$ cat src/rtl/router_pkg.sv
// Shared types and header field helpers for the N-port packet router.
// Field helpers take the header zero-extended to HdrMaxW bits.
package router_pkg;

  localparam int unsigned HdrMaxW = 32;

  typedef enum logic [2:0] {
    StIdle,
    StWaitEmpty,
    StLoad,
    StDrop,
    StCheck
  } state_e;

  function automatic logic [HdrMaxW-1:0] hdr_dest(input logic [HdrMaxW-1:0] hdr,
                                                  input int unsigned addr_w);
    logic [HdrMaxW-1:0] mask;
    mask = (HdrMaxW'(1) << addr_w) - HdrMaxW'(1);
    return hdr & mask;
  endfunction

  function automatic logic [HdrMaxW-1:0] hdr_len(input logic [HdrMaxW-1:0] hdr,
                                                 input int unsigned data_w,
                                                 input int unsigned addr_w);
    logic [HdrMaxW-1:0] mask;
    mask = (HdrMaxW'(1) << (data_w - addr_w)) - HdrMaxW'(1);
    return (hdr >> addr_w) & mask;
  endfunction

endpackage

$ cat src/rtl/router_fifo.sv
// Per-port synchronous FIFO with registered read data and an idle-read timeout
// that flushes the whole queue when the reader stalls too long.
module router_fifo #(
  parameter int unsigned DATA_W     = 8,
  parameter int unsigned FIFO_DEPTH = 16,
  parameter int unsigned TIMEOUT    = 30
) (
  input  logic              clock,
  input  logic              resetn,
  input  logic              i_wr_en,
  input  logic [DATA_W-1:0] i_wr_data,
  input  logic              i_rd_en,
  output logic [DATA_W-1:0] o_rd_data,
  output logic              o_full,
  output logic              o_empty
);

  localparam int unsigned AW = $clog2(FIFO_DEPTH);
  localparam int unsigned TW = $clog2(TIMEOUT + 1);

  logic [DATA_W-1:0] r_mem [FIFO_DEPTH];
  logic [AW:0]       r_wr_ptr;
  logic [AW:0]       r_rd_ptr;
  logic [TW-1:0]     r_tmo;
  logic [DATA_W-1:0] r_rd_data;
  logic              w_flush;
  logic              w_push;
  logic              w_pop;

  assign o_empty   = (r_wr_ptr == r_rd_ptr);
  assign o_full    = (r_wr_ptr[AW] != r_rd_ptr[AW]) &&
                     (r_wr_ptr[AW-1:0] == r_rd_ptr[AW-1:0]);
  assign o_rd_data = r_rd_data;

  // A pending flush overrides any write or read on the same edge.
  assign w_flush = (r_tmo == TW'(TIMEOUT));
  assign w_push  = i_wr_en && !o_full && !w_flush;
  assign w_pop   = i_rd_en && !o_empty && !w_flush;

  always_ff @(posedge clock or negedge resetn) begin
    if (!resetn) begin
      r_wr_ptr  <= '0;
      r_rd_ptr  <= '0;
      r_tmo     <= '0;
      r_rd_data <= '0;
    end else if (w_flush) begin
      r_wr_ptr <= '0;
      r_rd_ptr <= '0;
      r_tmo    <= '0;
    end else begin
      if (w_push) begin
        r_wr_ptr <= r_wr_ptr + 1'b1;
      end
      if (w_pop) begin
        r_rd_ptr  <= r_rd_ptr + 1'b1;
        r_rd_data <= r_mem[r_rd_ptr[AW-1:0]];
      end
      if (o_empty || w_pop) begin
        r_tmo <= '0;
      end else begin
        r_tmo <= r_tmo + TW'(1);
      end
    end
  end

  always_ff @(posedge clock) begin
    if (w_push) begin
      r_mem[r_wr_ptr[AW-1:0]] <= i_wr_data;
    end
  end

endmodule

$ cat src/rtl/pkt_router_n.sv
// One-input, N-output packet router: steers header/payload/parity packets into
// per-destination FIFOs, drops invalid destinations and flags parity/length errors.
module pkt_router_n
  import router_pkg::*;
#(
  parameter int unsigned DATA_W     = 8,
  parameter int unsigned ADDR_W     = 2,
  parameter int unsigned NUM_PORTS  = 3,
  parameter int unsigned FIFO_DEPTH = 16,
  parameter int unsigned TIMEOUT    = 30
) (
  input  logic                          clock,
  input  logic                          resetn,
  input  logic                          pkt_valid,
  input  logic [DATA_W-1:0]             data_in,
  input  logic [NUM_PORTS-1:0]          read_enb,
  output logic [NUM_PORTS*DATA_W-1:0]   data_out,
  output logic [NUM_PORTS-1:0]          vld_out,
  output logic                          busy,
  output logic                          err
);

  localparam int unsigned LEN_W = DATA_W - ADDR_W;

  state_e              r_state;
  state_e              w_state_next;
  logic [DATA_W-1:0]   r_hdr;
  logic [DATA_W-1:0]   r_parity;
  logic [DATA_W-1:0]   r_parity_rx;
  logic [LEN_W-1:0]    r_count;

  logic [ADDR_W-1:0]   w_hdr_dest;
  logic [ADDR_W-1:0]   w_dest;
  logic [LEN_W-1:0]    w_len;
  logic                w_hdr_bad;
  logic                w_hdr_empty;
  logic                w_sel_full;
  logic                w_sel_empty;
  logic [NUM_PORTS-1:0] w_full;
  logic [NUM_PORTS-1:0] w_empty;
  logic [NUM_PORTS-1:0] w_wr_en;
  logic [DATA_W-1:0]   w_rd_data [NUM_PORTS];
  logic                w_wr_req;
  logic [ADDR_W-1:0]   w_wr_port;
  logic [DATA_W-1:0]   w_wr_data;

  assign w_hdr_dest = ADDR_W'(hdr_dest(HdrMaxW'(data_in), ADDR_W));
  assign w_dest     = ADDR_W'(hdr_dest(HdrMaxW'(r_hdr), ADDR_W));
  assign w_len      = LEN_W'(hdr_len(HdrMaxW'(r_hdr), DATA_W, ADDR_W));
  assign w_hdr_bad  = (32'(w_hdr_dest) >= NUM_PORTS);

  always_comb begin
    w_hdr_empty = 1'b0;
    w_sel_full  = 1'b0;
    w_sel_empty = 1'b0;
    for (int p = 0; p < NUM_PORTS; p++) begin
      if (w_hdr_dest == ADDR_W'(p)) begin
        w_hdr_empty = w_empty[p];
      end
      if (w_dest == ADDR_W'(p)) begin
        w_sel_full  = w_full[p];
        w_sel_empty = w_empty[p];
      end
    end
  end

  always_ff @(posedge clock or negedge resetn) begin
    if (!resetn) begin
      r_state <= StIdle;
    end else begin
      r_state <= w_state_next;
    end
  end

  always_comb begin
    w_state_next = r_state;
    unique case (r_state)
      StIdle: begin
        if (pkt_valid) begin
          if (w_hdr_bad)        w_state_next = StDrop;
          else if (w_hdr_empty) w_state_next = StLoad;
          else                  w_state_next = StWaitEmpty;
        end
      end
      StWaitEmpty: if (w_sel_empty) w_state_next = StLoad;
      StLoad:      if (!w_sel_full && !pkt_valid) w_state_next = StCheck;
      StDrop:      if (!pkt_valid) w_state_next = StIdle;
      StCheck:     w_state_next = StIdle;
      default:     w_state_next = StIdle;
    endcase
  end

  always_comb begin
    busy      = 1'b0;
    err       = 1'b0;
    w_wr_req  = 1'b0;
    w_wr_port = w_dest;
    w_wr_data = data_in;
    unique case (r_state)
      StIdle: begin
        if (pkt_valid && !w_hdr_bad && w_hdr_empty) begin
          w_wr_req  = 1'b1;
          w_wr_port = w_hdr_dest;
        end
      end
      StWaitEmpty: begin
        busy = 1'b1;
        if (w_sel_empty) begin
          w_wr_req  = 1'b1;
          w_wr_data = r_hdr;
        end
      end
      StLoad: begin
        busy     = w_sel_full;
        w_wr_req = !w_sel_full;
      end
      StCheck: begin
        busy = 1'b1;
        err  = (r_parity_rx != r_parity) || (r_count != w_len);
      end
      default: ;
    endcase
  end

  always_comb begin
    for (int p = 0; p < NUM_PORTS; p++) begin
      w_wr_en[p] = w_wr_req && (w_wr_port == ADDR_W'(p));
    end
  end

  // Parity starts from the header; the count tracks payload words only.
  always_ff @(posedge clock or negedge resetn) begin
    if (!resetn) begin
      r_hdr       <= '0;
      r_parity    <= '0;
      r_parity_rx <= '0;
      r_count     <= '0;
    end else begin
      unique case (r_state)
        StIdle: begin
          if (pkt_valid) begin
            r_hdr    <= data_in;
            r_parity <= data_in;
            r_count  <= '0;
          end
        end
        StLoad: begin
          if (!w_sel_full) begin
            if (pkt_valid) begin
              r_parity <= r_parity ^ data_in;
              if (r_count != '1) r_count <= r_count + LEN_W'(1);
            end else begin
              r_parity_rx <= data_in;
            end
          end
        end
        default: ;
      endcase
    end
  end

  for (genvar p = 0; p < NUM_PORTS; p++) begin : g_port
    router_fifo #(
      .DATA_W     (DATA_W),
      .FIFO_DEPTH (FIFO_DEPTH),
      .TIMEOUT    (TIMEOUT)
    ) u_fifo (
      .clock     (clock),
      .resetn    (resetn),
      .i_wr_en   (w_wr_en[p]),
      .i_wr_data (w_wr_data),
      .i_rd_en   (read_enb[p]),
      .o_rd_data (w_rd_data[p]),
      .o_full    (w_full[p]),
      .o_empty   (w_empty[p])
    );
    assign data_out[p*DATA_W +: DATA_W] = w_rd_data[p];
    assign vld_out[p]                   = ~w_empty[p];
  end

endmodule

$ cat config.mk
export PLATFORM = sky130hd
export DESIGN_NAME = pkt_router_n
export DESIGN_NICKNAME = d
export VERILOG_FILES = /design/src/rtl/router_pkg.sv /design/src/rtl/router_fifo.sv /design/src/rtl/pkt_router_n.sv
export SDC_FILE = /design/constraint.sdc
export NUM_CORES = 1
export LEC_CHECK = 0
export ABC_AREA = 1
export CORE_AREA = 4 4 178 352
export DETAILED_ROUTE_END_ITERATION = 12
export DIE_AREA = 0 0 182 356
export GPL_TIMING_DRIVEN = 0
export PLACE_DENSITY_LB_ADDON = 0.2
export SYNTH_ARGS = -nofsm -noshare
export SYNTH_HDL_FRONTEND = slang
export SYNTH_SLANG_ARGS = --single-unit
$ cat constraint.sdc
create_clock -name clock -period 4.4 [get_ports clock]
set_input_delay 1.1 -clock clock [delete_from_list [all_inputs] [get_ports clock]]
set_output_delay 1.1 -clock clock [all_outputs]
set_load 0.1 [all_outputs]
After elaboration in Yosys (flattened, before gate mapping)
Memories as Yosys holds them, arrays and structs flattened. A register that Yosys moved wholly into a read port is not among the register bits.
Index checks and enable logic that the tools add are counted.
{"block": "op_classes", "mul": 0, "n_eq_ne": 32, "bitwise_logic": 9, "n_div": 0, "add_sub_neg": 10, "n_lt_le_gt_ge": 1, "reduce_logical": 60, "shifts": 0, "mux": 58}
{"op": "5-bit 2-to-1 mux", "count": 18}
{"op": "5-bit by 1-bit adder with 5-bit output, second input constant", "count": 9}
{"op": "8-bit 2-to-1 mux", "count": 5}
{"op": "6-bit 2-to-1 mux", "count": 4}
{"op": "1-bit logical AND", "count": 21}
{"op": "1-bit 2-to-1 mux", "count": 18}
{"op": "8-bit one-hot mux with 2 select lines", "count": 1}
{"op": "5-bit equality test", "count": 3}
{"op": "5-bit equality test, second input constant", "count": 3}
{"op": "1-bit logical NOT", "count": 15}
{"op": "2-bit inequality test, second input constant", "count": 7}
{"op": "2-bit nonzero test", "count": 7}
{"op": "4-bit equality test", "count": 3}
{"op": "3-bit 2-to-1 mux", "count": 4}
{"op": "3-bit one-hot mux with 4 select lines", "count": 1}
{"op": "6-bit one-hot mux with 2 select lines", "count": 1}
{"op": "2-bit 2-to-1 mux", "count": 4}
{"op": "8-bit inequality test", "count": 1}
{"op": "1-bit inverter", "count": 8}
{"op": "2-bit AND reduction", "count": 4}
{"op": "4-bit AND reduction", "count": 2}
{"op": "8-bit bitwise XOR", "count": 1}
{"op": "6-bit by 1-bit adder with 6-bit output, second input constant", "count": 1}
{"op": "2-bit by 1-bit equality test with 1-bit output, second input constant", "count": 3}
{"op": "16 further kinds", "count": 26}
{"block": "totals", "latch_bits": 0, "wordCells": 187, "input_bits": 14, "regBits": 78, "mem_bits_rw": 384, "out_inout_bits": 29, "mem_count": 3, "mem_bits_ro": 0}
{"memory": "g_port[0].u_fifo.r_mem", "words": 16, "word_bits": 8, "read_ports": 1, "rd_ports_with_merged_regs": 1, "write_ports": 1, "line_no": "router_fifo.sv:21", "rtl": "logic [DATA_W-1:0] r_mem [FIFO_DEPTH];"}
{"memory": "g_port[1].u_fifo.r_mem", "words": 16, "word_bits": 8, "read_ports": 1, "rd_ports_with_merged_regs": 1, "write_ports": 1, "line_no": "router_fifo.sv:21"}
{"memory": "g_port[2].u_fifo.r_mem", "words": 16, "word_bits": 8, "read_ports": 1, "rd_ports_with_merged_regs": 1, "write_ports": 1, "line_no": "router_fifo.sv:21"}

Depth between registers and ports, before layout
Gate-level depths: netlist of run 1.
{"block": "logic_depth", "word_depth": 13, "mapped_depth": 14, "depth_no_buf": 13}

Hierarchy
From an unflattened synthesis of run 1, not the netlist that was laid out.
{"block": "hier_totals", "hier_cells": 2480, "area_unflattened_um2": 22982.0}
{"module": "router_fifo at g_port[0].u_fifo", "instances": 1, "area_each_um2": 6989.2, "seq_area_each_um2": 4419.2, "cells_per_inst": 743}
{"module": "router_fifo at g_port[1].u_fifo", "instances": 1, "area_each_um2": 6988.0, "seq_area_each_um2": 4419.2, "cells_per_inst": 735}
{"module": "router_fifo at g_port[2].u_fifo", "instances": 1, "area_each_um2": 6985.4, "seq_area_each_um2": 4419.2, "cells_per_inst": 735}
{"module": "pkt_router_n", "instances": 1, "area_each_um2": 2019.4, "seq_area_each_um2": 825.8, "cells_per_inst": 267}

Least setup slack after synthesis of run 1
No wires, ideal clock.
{"block": "synth_timing", "kind": "reg-to-reg", "from": "register g_port[0].u_fifo.r_rd_ptr[2]", "to": "memory g_port[0].u_fifo.r_mem[0][2], data pin", "required_time_ns": 3.822, "n_path_buf": 2, "arrival_time_ns": 4.236, "synth_period_minus_slack_ns": 4.814, "setup_slack_ns": -0.414, "path_stages_with_launch": 11, "cell_sequence": "dfrtp_1 -> buf_2 -> xor2_1 -> nor2_1 -> nand3_1 -> nand2_1 -> nand2_1 -> clkinv_1 -> nand3_2 -> clkbuf_1 -> o21ai_0"}
{"block": "synth_via", "elab_chain_cells": 6}
{"item": "from (decl)", "line_no": "router_fifo.sv:23", "rtl": "logic [AW:0] r_rd_ptr;"}
{"item": "from (signal assigned)", "line_no": "router_fifo.sv:55", "rtl": "r_rd_ptr <= r_rd_ptr + 1'b1;"}
{"item": "5-bit equality test", "line_no": "router_fifo.sv:30", "rtl": "assign o_empty = (r_wr_ptr == r_rd_ptr);"}
{"item": "1-bit 2-to-1 mux (3 in series)", "line_no": "pkt_router_n.sv:60", "rtl": "if (w_dest == ADDR_W'(p)) begin"}
{"item": "8-bit 2-to-1 mux", "line_no": "pkt_router_n.sv:108", "rtl": "if (w_sel_empty) begin"}
{"item": "8-bit 2-to-1 mux", "line_no": "pkt_router_n.sv:99", "rtl": "unique case (r_state)"}
{"item": "via g_port[0].u_fifo.i_wr_data[2]", "line_no": "router_fifo.sv:11", "rtl": "input logic [DATA_W-1:0] i_wr_data,"}
{"item": "to (decl)", "line_no": "router_fifo.sv:21"}
The timed path passes the listed nets, and every way through them passes these cells.

Final worst setup path of run 1
{"block": "layout_timing", "from": "register g_port[2].u_fifo.r_rd_ptr[1]", "to": "output port busy"}
{"block": "layout_via", "elab_chain_cells": 4}
{"item": "from (decl)", "line_no": "router_fifo.sv:23"}
{"item": "from (signal assigned)", "line_no": "router_fifo.sv:55"}
{"item": "4-bit equality test", "line_no": "router_fifo.sv:32", "rtl": "(r_wr_ptr[AW-1:0] == r_rd_ptr[AW-1:0]);"}
{"item": "1-bit logical AND", "line_no": "router_fifo.sv:31", "rtl": "assign o_full = (r_wr_ptr[AW] != r_rd_ptr[AW]) &&"}
{"item": "1-bit 2-to-1 mux", "line_no": "pkt_router_n.sv:60"}
{"item": "1-bit one-hot mux with 2 select lines", "line_no": "pkt_router_n.sv:99"}
{"item": "to (decl)", "line_no": "pkt_router_n.sv:19", "rtl": "output logic busy,"}
No other way between the ends.

==> results of run 1 <==
final timing paths:
kind | from | to | depth (start not counted)
setup / recovery | g_port[2].u_fifo.r_rd_ptr[1]$_DFFE_PN0P_ | busy | 11
min in group clock | r_hdr[4]$_DFFE_PN0P_ | r_hdr[4]$_DFFE_PN0P_ | 2
max in group asynchronous | resetn | g_port[2].u_fifo.r_wr_ptr[2]$_DFFE_PN0P_ | 2
setup reg to reg | g_port[0].u_fifo.r_rd_ptr[2]$_DFFE_PN0P_ | g_port[1].u_fifo.r_mem[12][7]$_DFFE_PP_ | 12
hold reg to reg | r_hdr[4]$_DFFE_PN0P_ | r_hdr[4]$_DFFE_PN0P_ | 2
hold / removal | resetn | r_count[0]$_DFFE_PN0P_ | 1
repair_timing:
action | CTS | global route
setup buffers | 0 | 0
resized for setup | 1 | 1
pin swaps | 0 | 0
hold buffers | 0 | 0
endpoints found under the setup margin | 1 | 1
through the flow:
| stage | hold WS [ns] | util, % | total power, mW | setup slack [ns] | setup TNS, ns |
|---|---|---|---|---|---|
| 2_1_floorplan | 0.452 | - | 10.6 | -0.414 | -119.35 |
| 3_3_place_gp | 0.471 | 37.0 | 12.8 | -4.53 | -1508.56 |
| 3_5_place_dp | 0.475 | 37.6 | 13.0 | 0.0438 | 0 |
| 4_1_cts | 0.372 | 39.9 | 16.7 | 0.0931 | 0 |
| 5_1_grt | 0.399 | 39.9 | 17.5 | 0.0147 | 0 |
| 6_report | 0.395 | 39.9 | 16.6 | 0.207 | 0 |
layer usage:
layer,up-vias,GRT usage (%),share of wire (%)
met5,-,0,0.012
met3,114,1.83,3.2
li1,6553,-,-
met2,340,34.3,56
met4,2,7.36,3.9
met1,6922,19.0,37
registers in the layout (all words and copies together) (netlist names):
name,count
g_port.u_fifo.r_mem,384
g_port.u_fifo.o_rd_data,24
g_port.u_fifo.r_rd_ptr,15
g_port.u_fifo.r_tmo,15
g_port.u_fifo.r_wr_ptr,15
r_hdr,8
r_parity,8
r_parity_rx,8
r_count,6
r_state,3
critical path, stage by stage, from the launching register on:
cell and delay [ns]:
dfrtp_1 0.59, inv_2 0.17, nand2_1 0.11, nand2_2 0.06
nor2_4 0.14, nand2_1 0.06, nor2_1 0.10, nand2_1 0.08
nand3_1 0.11, nand2_1 0.10, nand3_1 0.14, clkdlybuf4s15_1 0.85
layout by cell type (no fill, tap or decap), types with 9 or more instances in the layout:
cell and count:
nor2_4 14, clkbuf_1 78, o32ai_1 20, mux2i_1 12, nand2_1 220, xor2_1 26, nand3_1 58, o21ai_0 192
o21a_1 17, nor2_2 17, dfrtp_1 102, edfxtp_1 384, o22ai_1 38, inv_1 81, clkbuf_16 44, inv_2 9
nor3_1 10, a21oi_1 14, o221ai_1 39, nand4_1 47, nor2_1 290, clkdlybuf4s50_1 40, o211ai_1 9, ha_1 22
xnor2_1 14
final cells by class:
type	count	area (um2)	area share (%)
Tap cell	774	968	4.05
Multi-Input combinational cell	1111	6060	25.4
Buffer	87	390	1.63
Clock buffer	58	1200	5.04
Inverter	92	348	1.46
Timing Repair Buffer	52	674	2.82
Clock inverter	21	168	0.702
Sequential cell	486	14100	58.9
cells by family after synthesis:
kind of cell             count (synthesis)
adder cells (fa/ha/maj)                 22
buffers and inverters                  179
AO/OA/AOI/OAI                          351
XOR/XNOR                                40
multiplexers                            12
AND/OR/NAND/NOR                        686
flip-flops                             486
power by group:
group | total (mW) | switching (mW) | internal (mW) | leakage [nW]
registers | 6.11 | 0.378 | 5.73 | 4.73
logic | 6.74 | 4.90 | 1.85 | 3.08
clock network | 3.73 | 1.73 | 2.00 | 0.656
total | 16.6 | 7.00 | 9.58 | 8.46
==> impl_metrics.toml, run 1 <==
[status]
status = "finished clean"

[place]
detailed_place_hpwl_um = 41300
port_buffers = 42
dp_cells = 2602
placed_cell_area_um2 = 22500
gp_congestion = 0.840

[route]
first_iter_violations = 885
num_vias = 13900
drc = 0
firstDrtPassIters = 5
vias_per_cell = 5.20
drtAntennaViolNets = 0
drt_wl_total_um = 57700
wl_per_cell_um = 21.5

[logic_synthesis]
yosys.area_share.xor_xnor_pct = 1.68
syn_nets = 1812
synthTopCellsByArea = "edfxtp_1 55%, dfrtp_1 12%, nor2_1 5.2%"
synth_common_cells = "384 x edfxtp_1, 290 x nor2_1, 220 x nand2_1"
seq_area_frac_synth_pct = 67.7
synth_top_family_by_area = "simple AND/OR/NAND/NOR gates"
yosysTopAreaCellShare_pct = 55.5
syn-mean-instance-area_um2 = 11.7
muxShareOfSynthArea_pct = 0.578
yosysWarnings = 0
ys_ff_latch = 486
yosys.cell_count.top_type = "edfxtp_1"
synth_adder_area_share_pct = 1.32
synth_area_um2 = 20800
async_reset_ff_share_pct = 21.0
synth_edf_count = 384
synth-main-ff-cell = "edfxtp_1"
postSynthCellCount = 1776
synth-simple-area-share_pct = 14.9
ys_types = 46
yosysTopAreaCell = "edfxtp_1"
synth_compound_area_share_pct = 10.2

[power]
ir_drop_v = 0.000413
power_density_nw_per_um2 = 694
p_leak_nw = 8.46

[worst_setup_path]
arrival_ns = 3.09
cp_data_required_time_ns = 3.30
path_max_fanout = 9
cp-start-kind = "flop"
end_kind = "output port"
reg2reg_slack_ns = 0.71
path_class = "flop to output port"

[sta]
setup_viol = 0
period_needed_ns = 4.19
fin_crit_sh_pct = 95.3
max_freq_mhz = 239
slew_violations = 0
worst_pin_slew_ns = 1.05
finalClockSkew_ns = 0.0298
relSlewSlack_pct = 29.6
hold_violations = 0
rsz0062_at_grt = "no"

[layout]
nets = 1909
final_area_um2 = 23900
area_growth_pct = 14.9
drive_gt1_share_pct = 8.97
antennaDiodeCount = 0
final_cell_count_no_fill = 2681
fill_cells = 5675

[global_route]
grt_max_degree = 83
grt_pass1_wl_um = 87600
grt_pass1_vias = 14600
grt_usage_pct = 17.6
antenna_found_initial = 1
gr-total-overflow = 0

[clock_network]
htreeDepth = 2
clock_path_buffers = 3
clk-insertion-delay-late_ns = 0.58
clkTransAtPathRegs_ns = 0.07
cts_made_buffers = 43
cts_sinks = 486
cts_tree = "yes"
clockRootBuffer = "clkbuf_16"

[min_path]
hold_class = "primary input to async pin"

[floorplan]
ios = 43
die_area_um2 = 64800
die_width_um = 182
coreArea_um2 = 59900
die_h_um = 356
rows = 127
initial_core_util_pct = 34.7

[job]
cap_violations = 0
No activity file was read; power rests on OpenSTA's default activity.
==> run 2, diff against run 1 <==
--- a/config.mk
+++ b/config.mk
@@ -6,9 +6,9 @@
 export NUM_CORES = 1
 export LEC_CHECK = 0
 export ABC_AREA = 1
-export CORE_AREA = 4 4 178 352
+export CORE_AREA = 4 4 190 330
 export DETAILED_ROUTE_END_ITERATION = 12
-export DIE_AREA = 0 0 182 356
+export DIE_AREA = 0 0 194 334
 export GPL_TIMING_DRIVEN = 0
 export PLACE_DENSITY_LB_ADDON = 0.2
 export SYNTH_ARGS = -nofsm -noshare
==> run 2 against run 1 <==
Effect of this change:
- sequential share of layout area decreased by 0.38 points
- critical path depth fell by 5
- clock-buffer cell count is 2 higher
- total power up 2.1%
- register-to-register slack worse by 0.05 ns
- sequential power barely moved
- utilization increased by 0.092 points
- combinational power is essentially flat
- final cell count up 0.56%
- critical path type unchanged
- hold slack gained 0.053 ns
- critical endpoint is now vld_out[1]
- largest cell class unchanged
- non-clock buffer count stayed put
- maximum frequency rose by 3.5%
==> impl_metrics.toml, run 2 (synthesized netlist as in run 1, its figures left out) <==
[sta]
setup_ws_ns = 0.348
setup_viol = 0
worst_pin_slew_ns = 1.01
finalClockSkew_ns = 0.0399
hold_violations = 0
relSlewSlack_pct = 32.5
max_freq_mhz = 247
rsz0062_at_grt = "no"
slew_violations = 0
final.setup.tns_ns = 0
fin_crit_sh_pct = 92.1
period_needed_ns = 4.05

[power]
intPower_mw = 9.90
pwr-share-seq_pct = 36.2
power_density_nw_per_um2 = 703
p_clk_share_pct = 24.2
ir_drop_v = 0.000459
switching_share_pct = 41.5
power.share.combinational_pct = 39.6
p_switching_mw = 7.02
p_leak_nw = 8.53

[worst_setup_path]
path_class = "flop to output port"
crit_slowest_cell = "clkdlybuf4s50_1"
critPathTopFamily = "buffers and inverters"
cp-start-kind = "flop"
cpPeakStageDelay_ns = 1.06
arrival_ns = 2.95
reg2reg_depth = 12
path_max_fanout = 9
cp_common_cell = "nand2_2"
path_cells = "inv_2, nand2_2, nand2_2, nor2_4, nand3_2, clkdlybuf4s50_1"
end_kind = "output port"
critical_path_buf_inv_count = 2
cp_data_required_time_ns = 3.30
path_depth = 6

[floorplan]
ios = 43
die_area_um2 = 64800
die_h_um = 334
coreArea_um2 = 60200
rows = 119
die_width_um = 194
initial_core_util_pct = 34.6

[place]
detailed_place_hpwl_um = 39600
gp_congestion = 0.837
port_buffers = 42
preCtsSetupSlack_ns = 0.0372

[layout]
largest_register_ffs = 384
nets = 1910
area_growth_pct = 15.7
final_cell_mix = "384 x edfxtp_1, 290 x nor2_1, 220 x nand2_1, 192 x o21ai_0, 102 x dfrtp_1"
final_common_cell = "edfxtp_1"
drive_gt1_share_pct = 8.90
antennaDiodeCount = 0

[global_route]
grt_pass1_vias = 14400
antenna_found_initial = 0
grt_use_met1_pct = 19.3
gr-total-overflow = 0
grt_util_met3_pct = 1.93
grt_usage_pct = 17.0
grt_max_degree = 64
grt_use_met2_pct = 32.0
grt_pass1_wl_um = 86200
grt_most_used_layer = "met2"

[route]
firstDrtPassIters = 5
drt_wl_total_um = 56300
drtAntennaViolNets = 0
wl_per_cell_um = 20.9
vias_per_cell = 5.17
first_iter_violations = 899
num_vias = 13900
drc = 0

[clock_network]
clk-insertion-delay-late_ns = 0.59
clockRootBuffer = "clkbuf_16"
clock_path_buffers = 3
cts_sinks = 486
hold_buffers = 0
htreeDepth = 2
cts_tree = "yes"
cts_made_buffers = 44
clkTransAtPathRegs_ns = 0.06

[min_path]
hold_class = "primary input to async pin"

[status]
status = "finished clean"

[job]
cap_violations = 0
run 2: layout make-up:
| type | count | area [um2] |
|---|---|---|
| plain buffers | 87 | 390 |
| clock buffers | 60 | 1180 |
| clock inverters | 22 | 332 |
| fillers | 5828 | 36100 |
| inverters | 92 | 348 |
| multi-input cells | 1111 | 6060 |
| flip-flops and latches | 486 | 14100 |
| well taps | 786 | 983 |
| repair buffers | 52 | 672 |
run 2: repair_timing:
action                     CTS  global route
resized for setup            1             3
setup buffers                0             0
setup endpoints to repair    1             2
cloned                       0             0
run 2: metrics by stage:
stage	hold WS, ns	instance area, um2	util (%)	power, mW	cells
after global placement	0.470	22200	36.9	12.8	2604
after CTS	0.418	24100	40.0	17.1	2696
after floorplan	0.452	20800	-	10.6	1776
after detailed placement	0.478	22500	37.5	13.0	2614
after global routing	0.452	24100	40.0	17.8	2696
final	0.448	24100	40.0	16.9	2696
run 2: path summary, 6_finish.rpt:
check	start	endpoint	slack, ns
worst max-delay path	g_port[1].u_fifo.r_rd_ptr[1]$_DFFE_PN0P_	vld_out[1]	0.35
max in group asynchronous	resetn	r_parity[5]$_DFFE_PN0P_	3.19
worst min-delay path	resetn	g_port[2].u_fifo.o_rd_data[1]$_DFFE_PN0P_	0.45
min in group clock	g_port[0].u_fifo.r_tmo[0]$_DFF_PN0_	g_port[0].u_fifo.r_tmo[0]$_DFF_PN0_	0.48
worst min register to register	g_port[0].u_fifo.r_tmo[0]$_DFF_PN0_	g_port[0].u_fifo.r_tmo[0]$_DFF_PN0_	0.48
worst max register to register	g_port[0].u_fifo.r_rd_ptr[0]$_DFFE_PN0P_	g_port[0].u_fifo.r_mem[8][1]$_DFFE_PP_	0.66
run 2: metal layers:
metal  wire length [um]  up-vias  part of all wire (%)
met1              21500     6939                    38
met5                  0        -                     0
met3               1860      116                   3.3
met4               2490        0                   4.4
met2              30400      326                    54
li1                   -     6549                     -
run 2: power by group through the flow:
stage / Combinational, mW / Sequential (mW) / Clock [mW]
after detailed placement: 6.75 / 6.22 / 0
after floorplan: 3.63 / 6.95 / 0
after global routing: 7.30 / 6.19 / 4.34
final: 6.71 / 6.13 / 4.09
after CTS: 6.77 / 6.13 / 4.17
after global placement: 6.47 / 6.33 / 0
